### src/rtl/aes_pkg.sv
// rtl/aes_pkg.sv - shared AES widths, MixColumns FSM states and GF(2^8) helper
package aes_pkg;

    localparam int AES_STATE_W = 128;
    localparam int AES_COL_W   = 32;
    localparam int AES_NCOL    = 4;
    localparam logic [7:0] GF_POLY = 8'h1B;

    typedef enum logic [1:0] {
        IDLE = 2'd0,
        BUSY = 2'd1,
        DONE = 2'd2
    } mixcol_state_t;

    // Multiply by x in GF(2^8), reducing by x^8 + x^4 + x^3 + x + 1.
    function automatic logic [7:0] xtime(input logic [7:0] b);
        return {b[6:0], 1'b0} ^ (b[7] ? GF_POLY : 8'h00);
    endfunction

endpackage

### src/rtl/mix_columns_seq_if.sv
// rtl/mix_columns_seq_if.sv - valid/ready state-in / state-out bundle for mix_columns_seq
interface mix_columns_seq_if;
    import aes_pkg::*;

    // Column c occupies bits [127-32c -: 32]; byte 0 of each column is its MSB.
    logic                   in_valid;
    logic                   in_ready;
    logic [AES_STATE_W-1:0] in_state;
    logic                   in_skip;
    logic                   out_valid;
    logic                   out_ready;
    logic [AES_STATE_W-1:0] out_state;
    logic                   busy;

    modport master (
        output in_valid,
        output in_state,
        output in_skip,
        output out_ready,
        input  in_ready,
        input  out_valid,
        input  out_state,
        input  busy
    );

    modport slave (
        input  in_valid,
        input  in_state,
        input  in_skip,
        input  out_ready,
        output in_ready,
        output out_valid,
        output out_state,
        output busy
    );

endinterface

### src/rtl/mix.sv
// rtl/mix.sv - combinational 32-bit AES MixColumns column mixer
module mix
    import aes_pkg::*;
(
    input  logic [AES_COL_W-1:0] raw,
    output logic [AES_COL_W-1:0] mixed
);

    logic [7:0] w_a0, w_a1, w_a2, w_a3;
    logic [7:0] w_x0, w_x1, w_x2, w_x3;

    assign w_a0 = raw[31:24];
    assign w_a1 = raw[23:16];
    assign w_a2 = raw[15:8];
    assign w_a3 = raw[7:0];

    assign w_x0 = xtime(w_a0);
    assign w_x1 = xtime(w_a1);
    assign w_x2 = xtime(w_a2);
    assign w_x3 = xtime(w_a3);

    // 3*a is xtime(a) ^ a; rows are 2311 / 1231 / 1123 / 3112.
    assign mixed[31:24] = w_x0 ^ (w_x1 ^ w_a1) ^ w_a2 ^ w_a3;
    assign mixed[23:16] = w_a0 ^ w_x1 ^ (w_x2 ^ w_a2) ^ w_a3;
    assign mixed[15:8]  = w_a0 ^ w_a1 ^ w_x2 ^ (w_x3 ^ w_a3);
    assign mixed[7:0]   = (w_x0 ^ w_a0) ^ w_a1 ^ w_a2 ^ w_x3;

endmodule

### src/rtl/mix_columns_seq.sv
// rtl/mix_columns_seq.sv - time-shares one column mixer over a 128-bit AES state, one column per cycle
module mix_columns_seq
    import aes_pkg::*;
#(
    parameter int NCOL  = 4,
    parameter int COL_W = 32
) (
    input  logic               clk,
    input  logic               rst,
    mix_columns_seq_if.slave   bus
);

    localparam int STATE_W = NCOL * COL_W;

    mixcol_state_t      r_state;
    mixcol_state_t      w_state_nxt;
    logic [1:0]         r_col_idx;
    logic [STATE_W-1:0] r_src;
    logic [STATE_W-1:0] r_res;
    logic               r_in_ready;
    logic               r_out_valid;
    logic               r_busy;
    logic [COL_W-1:0]   w_mix_in;
    logic [COL_W-1:0]   w_mix_out;

    assign bus.in_ready  = r_in_ready;
    assign bus.out_valid = r_out_valid;
    assign bus.out_state = r_res;
    assign bus.busy      = r_busy;

    always_comb begin
        w_mix_in = '0;
        for (int c = 0; c < NCOL; c++) begin
            if (r_col_idx == c[1:0]) begin
                w_mix_in = r_src[STATE_W-1-c*COL_W -: COL_W];
            end
        end
    end

    mix u_mix (
        .raw   (w_mix_in),
        .mixed (w_mix_out)
    );

    always_comb begin
        w_state_nxt = r_state;
        case (r_state)
            IDLE: begin
                if (bus.in_valid) begin
                    w_state_nxt = bus.in_skip ? DONE : BUSY;
                end
            end
            BUSY: begin
                if (r_col_idx == 2'd3) begin
                    w_state_nxt = DONE;
                end
            end
            DONE: begin
                if (bus.out_ready) begin
                    w_state_nxt = IDLE;
                end
            end
            default: w_state_nxt = IDLE;
        endcase
    end

    // Handshake flags are registered copies of the next state, so they never
    // combinationally depend on in_valid or out_ready.
    always_ff @(posedge clk) begin
        if (rst) begin
            r_state     <= IDLE;
            r_col_idx   <= 2'd0;
            r_src       <= '0;
            r_res       <= '0;
            r_in_ready  <= 1'b1;
            r_out_valid <= 1'b0;
            r_busy      <= 1'b0;
        end else begin
            r_state     <= w_state_nxt;
            r_in_ready  <= (w_state_nxt == IDLE);
            r_out_valid <= (w_state_nxt == DONE);
            r_busy      <= (w_state_nxt == BUSY) || (w_state_nxt == DONE);
            case (r_state)
                IDLE: begin
                    if (bus.in_valid) begin
                        r_src     <= bus.in_state;
                        r_res     <= bus.in_skip ? bus.in_state : '0;
                        r_col_idx <= 2'd0;
                    end
                end
                BUSY: begin
                    for (int c = 0; c < NCOL; c++) begin
                        if (r_col_idx == c[1:0]) begin
                            r_res[STATE_W-1-c*COL_W -: COL_W] <= w_mix_out;
                        end
                    end
                    // Wraps 3 -> 0 on the same edge that enters DONE.
                    r_col_idx <= r_col_idx + 2'd1;
                end
                default: ;
            endcase
        end
    end

endmodule

### src/flat_wrapper.sv
// flat-port wrapper written by rule: the top's interface ports become plain ports
module mix_columns_seq_flat import aes_pkg::*;
#(
    parameter int NCOL  = 4,
    parameter int COL_W = 32
)
  (clk, rst, bus_in_valid, bus_in_state, bus_in_skip, bus_out_ready, bus_in_ready, bus_out_valid, bus_out_state, bus_busy);
  mix_columns_seq_if bus_i ();
  input  logic clk;
  input  logic rst;
  input wire logic [$bits(bus_i.in_valid)-1:0] bus_in_valid;
  input wire logic [$bits(bus_i.in_state)-1:0] bus_in_state;
  input wire logic [$bits(bus_i.in_skip)-1:0] bus_in_skip;
  input wire logic [$bits(bus_i.out_ready)-1:0] bus_out_ready;
  output wire logic [$bits(bus_i.in_ready)-1:0] bus_in_ready;
  output wire logic [$bits(bus_i.out_valid)-1:0] bus_out_valid;
  output wire logic [$bits(bus_i.out_state)-1:0] bus_out_state;
  output wire logic [$bits(bus_i.busy)-1:0] bus_busy;
  assign bus_i.in_valid = bus_in_valid;
  assign bus_i.in_state = bus_in_state;
  assign bus_i.in_skip = bus_in_skip;
  assign bus_i.out_ready = bus_out_ready;
  assign bus_in_ready = bus_i.in_ready;
  assign bus_out_valid = bus_i.out_valid;
  assign bus_out_state = bus_i.out_state;
  assign bus_busy = bus_i.busy;
  mix_columns_seq #(.NCOL(NCOL), .COL_W(COL_W)) u_core (.clk(clk), .rst(rst), .bus(bus_i));
endmodule
### config.mk
export PLATFORM = sky130hd
export DESIGN_NAME = mix_columns_seq_flat
export DESIGN_NICKNAME = d
export VERILOG_FILES = /design/src/rtl/aes_pkg.sv /design/src/rtl/mix_columns_seq_if.sv /design/src/rtl/mix.sv /design/src/rtl/mix_columns_seq.sv /design/src/flat_wrapper.sv
export SDC_FILE = /design/constraint.sdc
export NUM_CORES = 1
export LEC_CHECK = 0
export ABC_AREA = 1
export CORE_MARGIN = 2
export CORE_UTILIZATION = 49
export DETAILED_ROUTE_END_ITERATION = 10
export HOLD_SLACK_MARGIN = 0.03
export PLACE_DENSITY = 0.77
export SLEW_MARGIN = 10
export SYNTH_ARGS = -nofsm -noshare
export SYNTH_HDL_FRONTEND = slang
export SYNTH_HIERARCHICAL = 1
export SYNTH_SLANG_ARGS = --single-unit
### constraint.sdc
create_clock -name clk -period 2.7 [get_ports clk]
set_clock_uncertainty 0.1 [all_clocks]
set_input_delay 0.27 -clock clk [delete_from_list [all_inputs] [get_ports clk]]
set_output_delay 0.27 -clock clk [all_outputs]
set_load 0.03 [all_outputs]
After elaboration in Yosys (flattened, before gate mapping)
Cells that the tools add are included.

cells by class
  $add $sub $neg = 1
  equal/unequal tests = 12
  muxes and demuxes = 22
  bitwise gates (word level) = 20
  reductions and logical operators = 11

operators by type and width
  operator             count
  $mux 128             2
  $mux 32              8
  $pmux 128 s2         1
  $xor 8x8->8          17
  $xor 8x5->8          3
  $mux 5               4
  $reduce_and 3->1     4
  $mux 2               5
  $eq 2x2->1 const B   4
  $ne 2x1->1 const B   4
  $eq 2x1->1 const B   3
  $logic_not 2->1      3
  $pmux 2 s3           1
  $pmux 2 s2           1
  $reduce_and 2->1     2
  $add 2x1->2 const B  1
  $ne 2x2->1 const B   1
  $reduce_bool 2->1    1
  $logic_or 1x1->1     1

storage, ports and cells
  bits in registers = 263
  output and inout port bits = 131
  logic and storage cells = 76

Longest topological paths before layout
Gate-level depths: netlist (run 1).

  depth in word-level cells = 13
  depth in mapped cells = 21

Hierarchy
The synthesis (run 1) kept the hierarchy.

by module, submodules not included
  module           times used  cells each  area each (um^2)  seq. area each (um^2)
  mix_columns_seq  1           2260        13767.0           5265.0
  mix              1           422         1934.4            0.0

Worst setup path before layout (run 1)
No wires, ideal clock.

  path kind = register to register
  start = reg u_core.r_col_idx[0]
  end = reg u_core.r_res[126], in the netlist u_core/bus.out_state[126]
  arrival time = 2.337 ns
  data required time = 2.488 ns
  setup slack = 0.151 ns
  stages on the path, launching flop included = 18
  path buffers = 2
  clock period less this slack = 2.549 ns
  cells stage by stage = dfxtp_1 -> inv_1 -> ha_1 -> buf_2 -> inv_1 -> buf_1 -> nand3_1 -> a21oi_1 -> inv_2 -> nand2_1 -> nand2_1 -> nand2_1 -> nand2_1 -> xor2_1 -> nand3_2 -> nand2_1 -> nor2_1 -> nor2_1

on the way
  longest elaborated chain between the ends = 12
  elaborated cells on any way between the ends = 18

ends and longest elaborated chain
  item                           RTL line               text
  start, declared                mix_columns_seq.sv:17  logic [1:0] r_col_idx;
  start signal, assigned         mix_columns_seq.sv:98  r_col_idx <= r_col_idx + 2'd1;
  $logic_not 2->1                mix_columns_seq.sv:34  if (r_col_idx == c[1:0]) begin
  $mux 32 (3 in series)          mix_columns_seq.sv:34
  $mux 32 (*)                    mix_columns_seq.sv:34
  net u_core.w_mix_in[21]        mix_columns_seq.sv:23  logic [COL_W-1:0] w_mix_in;
  $xor 8x5->8 (*)                aes_pkg.sv:17          return {b[6:0], 1'b0} ^ (b[7] ? GF_POLY : 8'h00);
  $xor 8x8->8 (*) (4 in series)  mix.sv:23              assign mixed[31:24] = w_x0 ^ (w_x1 ^ w_a1) ^ w_a2 ^ w_a3;
  net u_core.w_mix_out[30]       mix_columns_seq.sv:24  logic [COL_W-1:0] w_mix_out;
  $mux 32 (*)                    mix_columns_seq.sv:93  if (r_col_idx == c[1:0]) begin
  $pmux 128 s2 (*)               mix_columns_seq.sv:83  case (r_state)
  end signal, assigned           mix_columns_seq.sv:87  r_res <= bus.in_skip ? bus.in_state : '0;
  end signal, assigned by index  mix_columns_seq.sv:94  r_res[STATE_W-1-c*COL_W -: COL_W] <= w_mix_out;
  end, declared                  mix_columns_seq.sv:19  logic [STATE_W-1:0] r_res;

The timed path passes the listed nets; every way through them passes the cells marked *. The select of a mux whose other input is x is not followed.
A chain may end at the register's enable or synchronous reset.

Worst setup path after layout (run 1)
  start = reg u_core.r_col_idx[0]
  end = reg u_core.r_res[94], in the netlist u_core/bus.out_state[94]

The elaborated chain is that of the path after synthesis.

==> impl_metrics.yaml, run 1 <==
drt:
  wire_per_inst_um: 19.0
  ant_nets: 0
  viasPerCell: 5.39
  drcViolationCount: 0
  drt_iter0_drc: 2596
  firstDrtPassIters: 7
  num_vias: 18183
  wl_mm: 64.0
global_routing:
  grt_start_max_net_pins: 154
  antenna_found_initial: 2
  grt_pass1_vias: 16355
  grt_pass1_wl_mm: 94.3
  grtUsageTotal_pct: 36.2
  gr-total-overflow: 0
power_and_ir_drop:
  p_per_area_nw_per_um2: 665
  p_leak_nw: 10.9
  ir_drop_mv: 0.520
critical_path:
  worstPathArrival_ns: 3.18
  start_kind: "flip-flop"
  crit_path_end_kind: "flip-flop"
  worstSetupPathType: "reg2reg"
  reg2reg_depth: 18
  required_ns: 3.10
  crit_fanout: 23
synth:
  syn_area_sq_um: 15700
  ys_seq_elements: 263
  synthTopCellsByArea: "dfxtp_1 34%, nand2_1 21%, nor2_1 13%"
  yosys_warnings: 6
  synth_top_flop_cell: "dfxtp_1"
  yosysSeqAreaShare_pct: 33.5
  async_flop_share_pct: 0
  synthTopCellsByCount: "869 x nand2_1, 538 x nor2_1, 325 x inv_1"
  synth_most_common_cell: "nand2_1"
  synth_edf_count: 0
  yosys.area.top_type: "dfxtp_1"
  synth_top_area_share_pct: 33.5
  synth_fp_nets: 2821
  syn_avg_cell_area_sq_um: 5.85
  synth_cell_types: 31
  synthCells: 2682
clocking:
  numCtsBuffers: 29
  cts_sinks: 263
  htree_num_levels: 1
  holdBufCountCts: 0
  clk_latency_ns: 0.57
  root_buffer: "clkbuf_16"
  clk_pin_slew_ns: 0.06
  cts_buffer_depth: 3
  cts_tree: "done"
floorplan:
  die_x_um: 183
  row_count: 65
  core_area_sq_um: 31600
  dieArea_sq_um: 33500
  io_pins: 264
  die_y_um: 183
  start_util_pct: 49.8
timing:
  rsz0062_at_grt: "true"
  setup_viol: 36
  final-hold-violation-count: 0
  fin_ws_ns: -0.0782
  finalCriticalPeriod_ns: 2.78
  period_share_pct: 103
  finalMaxSlewViolations: 0
  slew_headroom_pct: 53.7
  fmax_ghz: 0.360
  worstMarginPinSlew_ns: 0.694
finish:
  finalNetCount: 3087
  drive_above_1_share_pct: 14.3
  syn_to_final_growth_pct: 34.8
  fin_area_sq_um: 21200
  final_util_pct: 67.1
  num-fill-cells: 2818
worst_hold_path:
  holdPathStages: 4
  hp-class: "in2reg"
placed_design:
  post-place-ws_ns: -0.239
  port_buffers: 263
  dp_hpwl_mm: 44.8
  place_area_sq_um: 19100
  routabilityCongestion: 1.02
run_status:
  violations: "negative setup slack"
  status: "finished, violations left"
flow_run:
  cap_viol_max_count: 0
power breakdown:
group	leakage, nW	internal [mW]	total, mW	switching (mW)
Sequential	2.18	4.29	4.58	0.290
Combinational	8.32	2.12	5.59	3.47
Clock	0.452	2.19	3.90	1.71
registers in the layout (all words and copies together) (netlist names):
register              cells
u_core/r_src            128
u_core/bus.out_valid      1
u_core/bus.out_state    128
u_core/r_col_idx          2
u_core/r_state            2
u_core/bus.busy           1
u_core/bus.in_ready       1
routing by layer:
layer | GRT usage [%] | wire length [um] | vias to the layer above
met4 | 9.95 | 1710 | 0
met2 | 54.1 | 27400 | 1152
met3 | 6.39 | 8190 | 130
met1 | 53.4 | 26700 | 8300
li1 | - | - | 8601
met5 | 0 | 0 | -
logic make-up after synthesis:
group / after synthesis / share of synthesized area [%]
AND/OR/NAND/NOR: 1651 / 42.6
buffers and inverters: 502 / 13.7
flip-flops: 263 / 33.5
AO/OA/AOI/OAI: 221 / 7.38
XOR/XNOR: 39 / 2.34
adder cells (fa/ha/maj): 6 / 0.478
layout by cell type, fill, tap and decap left out, types with 5 or more instances in the layout:
cell type	count
nand3_1	191
buf_12	18
buf_4	102
nand3_2	23
nor2_1	520
clkdlybuf4s50_1	262
clkbuf_1	6
dfxtp_1	260
clkbuf_16	32
nand2_1	757
nand3_4	18
xor2_1	18
o21ai_0	149
a21oi_2	11
nand2_4	18
inv_1	311
a21o_1	21
clkbuf_8	8
xor2_2	8
buf_6	17
a21oi_1	37
clkinv_2	5
nor2_2	18
inv_2	14
nand2_2	99
cell type report:
type | instances | area, sq um | share of cell area [%]
Multi-Input combinational cell | 1917 | 9140 | 43.2
Sequential cell | 263 | 5270 | 24.9
Timing Repair Buffer | 403 | 4040 | 19.1
Inverter | 333 | 1290 | 6.08
Clock buffer | 43 | 858 | 4.05
Tap cell | 402 | 503 | 2.38
Clock inverter | 8 | 56.3 | 0.266
Timing Repair inverter | 1 | 8.76 | 0.0414
Antenna cell | 2 | 5.00 | 0.0236
per-stage QoR:
step | setup TNS (ns) | power [mW] | hold slack [ns] | cells
after floorplan | 0 | 7.60 | 0.239 | 2682
after global placement | -6.20 | 9.49 | 0.361 | 3305
after detailed placement | -12.37 | 9.54 | 0.366 | 3305
after CTS | -0.111 | 13.5 | 0.107 | 3361
after global routing | -10.86 | 14.7 | 0.172 | 3372
final | -1.18 | 14.1 | 0.127 | 3372
critical path, stage by stage (launching register included):
cell     delay [ns]
dfxtp_4        0.37
inv_2          0.09
ha_2           0.21
buf_12         0.17
buf_4          0.15
nand2_1        0.05
nand2_1        0.05
nand3_1        0.08
a21oi_1        0.15
buf_4          0.17
inv_2          0.06
nand2_1        0.08
nand3_1        0.08
nand2_2        0.13
xor2_1         0.19
nand3_2        0.20
nand2_2        0.19
nor2_1         0.06
nor2_1         0.09
what timing repair did:
action | 4_1_cts | 5_1_grt
pin swaps | 6 | 73
resized for setup | 64 | 186
setup endpoints to repair | 126 | 128
cloned | 1 | 4
setup buffers | 4 | 6
path summary, 6_finish.rpt:
| kind | from | end | slack (ns) |
|---|---|---|---|
| worst max-delay path | u_core/r_col_idx[0] | u_core/bus.out_state[94] | -0.08 |
| worst min-delay path | bus_in_skip | u_core/r_state[0] | 0.13 |
| worst max register to register | u_core/r_col_idx[0] | u_core/bus.out_state[94] | -0.08 |
| worst min register to register | u_core/r_src[57] | u_core/r_src[57] | 0.38 |
No activity file was read; power rests on OpenSTA's default activity.
==> run 2, diff against run 1 <==
--- a/config.mk
+++ b/config.mk
@@ -16,3 +16,4 @@
 export SYNTH_HDL_FRONTEND = slang
 export SYNTH_HIERARCHICAL = 1
 export SYNTH_SLANG_ARGS = --single-unit
+export TNS_END_PERCENT = 5
==> constraint.sdc (replaced) <==
create_clock -name clk -period 2.4 [get_ports clk]
set_clock_uncertainty 0.1 [all_clocks]
set_input_delay 0.24 -clock clk [delete_from_list [all_inputs] [get_ports clk]]
set_output_delay 0.24 -clock clk [all_outputs]
set_load 0.03 [all_outputs]
==> impl_metrics.yaml, run 2 (synthesis results as in run 1) <==
run_status:
  status: "finished, violations left"
  violations: "negative setup slack"
critical_path:
  start_kind: "flip-flop"
  worstPathArrival_ns: 3.14
  required_ns: 2.83
  crit_path_end_kind: "flip-flop"
  critPathSlowestCell: "dfxtp_4"
  worstPathCellList: "buf_6 > ha_4 > inv_4 > buf_4 > nor2_1 > buf_4 > a21oi_2 > buf_4 > inv_2 > nand2_1 > nand3_1 > nand2_1 > xor2_1 > nand3_2 > nand2_1 > nor2_1 > nor2_1"
  worstSetupPathType: "reg2reg"
  cp.buffers_inverters: 6
  crit_fanout: 8
  critPathTopFamily: "simple AND/OR/NAND/NOR gates"
  max_stage_delay_ns: 0.37
timing:
  finalCriticalPeriod_ns: 2.71
  worstMarginPinSlew_ns: 0.623
  slew_headroom_pct: 58.4
  period_share_pct: 113
  final-hold-violation-count: 0
  setup_viol: 128
  holdWs_ns: 0.166
  finalMaxSlewViolations: 0
  setup-tns-final_ns: -27.01
  rsz0062_at_grt: "true"
  fin_ws_ns: -0.311
  fmax_ghz: 0.369
floorplan:
  die_y_um: 183
  core_area_sq_um: 31600
  io_pins: 264
  die_x_um: 183
  row_count: 65
  start_util_pct: 49.8
  dieArea_sq_um: 33500
finish:
  drive_above_1_share_pct: 14.1
  syn_to_final_growth_pct: 37.8
  layout_commonest_cell: "nand2_1"
  num-fill-cells: 2844
  fin_area_sq_um: 21600
  finalNetCount: 3131
  final_cell_mix: "795 x nand2_1, 528 x nor2_1, 305 x inv_1"
  multi_input_area_sq_um: 8960
  final_util_pct: 68.6
  layout.cells.non_filler: 3417
  regArea_sq_um: 5270
drt:
  wire_per_inst_um: 19.6
  num_vias: 18246
  drt_iter0_drc: 2217
  wl_mm: 67.1
  drcViolationCount: 0
  ant_nets: 0
  viasPerCell: 5.34
  firstDrtPassIters: 8
global_routing:
  grtUsageTotal_pct: 38.7
  antenna_found_initial: 2
  grt_start_max_net_pins: 129
  grt_pass1_wl_mm: 99.1
  gr-total-overflow: 0
  grt_pass1_vias: 16692
clocking:
  cts_buffer_depth: 3
  clk_latency_ns: 0.59
  htree_num_levels: 1
  cts_sinks: 263
  root_buffer: "clkbuf_16"
  cts_tree: "done"
  clk_pin_slew_ns: 0.06
  numCtsBuffers: 30
placed_design:
  dp_hpwl_mm: 47.9
  dp.cells: 3339
  post-place-ws_ns: -0.490
  routabilityCongestion: 1.03
  port_buffers: 263
  place_area_sq_um: 19500
flow_run:
  cap_viol_max_count: 0
power_and_ir_drop:
  power_mw: 16.3
  p_per_area_nw_per_um2: 753
  ir_drop_mv: 0.647
  p_leak_nw: 11.3
worst_hold_path:
  hp-class: "in2reg"
-- run 2: cell types whose count changed in the layout (fill, tap and decap cells not counted), moves of 5 or more --
| cell | change |
|---|---|
| inv_4 | +5 |
| o21ai_1 | +6 |
| buf_12 | +11 |
| nand3_2 | -7 |
| xor2_1 | +6 |
| nor2_1 | +8 |
| o21ai_0 | -6 |
| buf_4 | +33 |
| inv_1 | -6 |
| nand2_1 | +38 |
| nand2_2 | -35 |
| nor2_2 | -8 |
-- run 2: path summary, 6_finish.rpt --
path,start,endpoint,slack [ns],cells after the start
setup / recovery,u_core/r_col_idx[1],u_core/bus.out_state[62],-0.31,17
hold / removal,bus_in_skip,u_core/r_state[0],0.17,4
setup reg to reg,u_core/r_col_idx[1],u_core/bus.out_state[62],-0.31,17
hold reg to reg,u_core/r_src[65],u_core/r_src[65],0.39,2
-- run 2: layout make-up --
| class | instances | share of cell area (%) |
|---|---|---|
| Tap cell | 402 | 2.32 |
| Inverter | 333 | 5.95 |
| Sequential cell | 263 | 24.4 |
| Timing Repair Buffer | 447 | 21.2 |
| Clock inverter | 14 | 0.838 |
| Clock buffer | 39 | 3.90 |
| Antenna cell | 2 | 0.0231 |
| Multi-Input combinational cell | 1917 | 41.4 |
-- run 2: what timing repair did --
item / 4_1_cts / 5_1_grt
setup endpoints to repair: 128 / 128
gates resized for setup: 160 / 48
hold buffers: 0 / 0
pin swaps: 50 / 20
cloned: 6 / 1
buffers inserted: 13 / 3
-- run 2: report_power, final --
group	internal [mW]	switching, mW	leakage [nW]
Combinational	2.46	3.88	8.63
Sequential	4.83	0.329	2.18
Clock	2.80	1.98	0.498
-- run 2: routing by layer --
metal,vias to the layer above,routed length [um],GRT usage (%)
met3,136,8730,12.0
met5,-,0,0
li1,8704,-,-
met1,8343,28800,55.6
met4,0,2240,12.9
met2,1063,27300,54.7
-- run 2: worst register-to-register path, cell delays in order (launching register included) --
cell	delay, ns
dfxtp_4	0.37
buf_6	0.12
ha_4	0.17
inv_4	0.09
buf_4	0.17
nor2_1	0.06
buf_4	0.14
a21oi_2	0.13
buf_4	0.16
inv_2	0.06
nand2_1	0.09
nand3_1	0.07
nand2_1	0.12
xor2_1	0.21
nand3_2	0.17
nand2_1	0.26
nor2_1	0.09
nor2_1	0.09
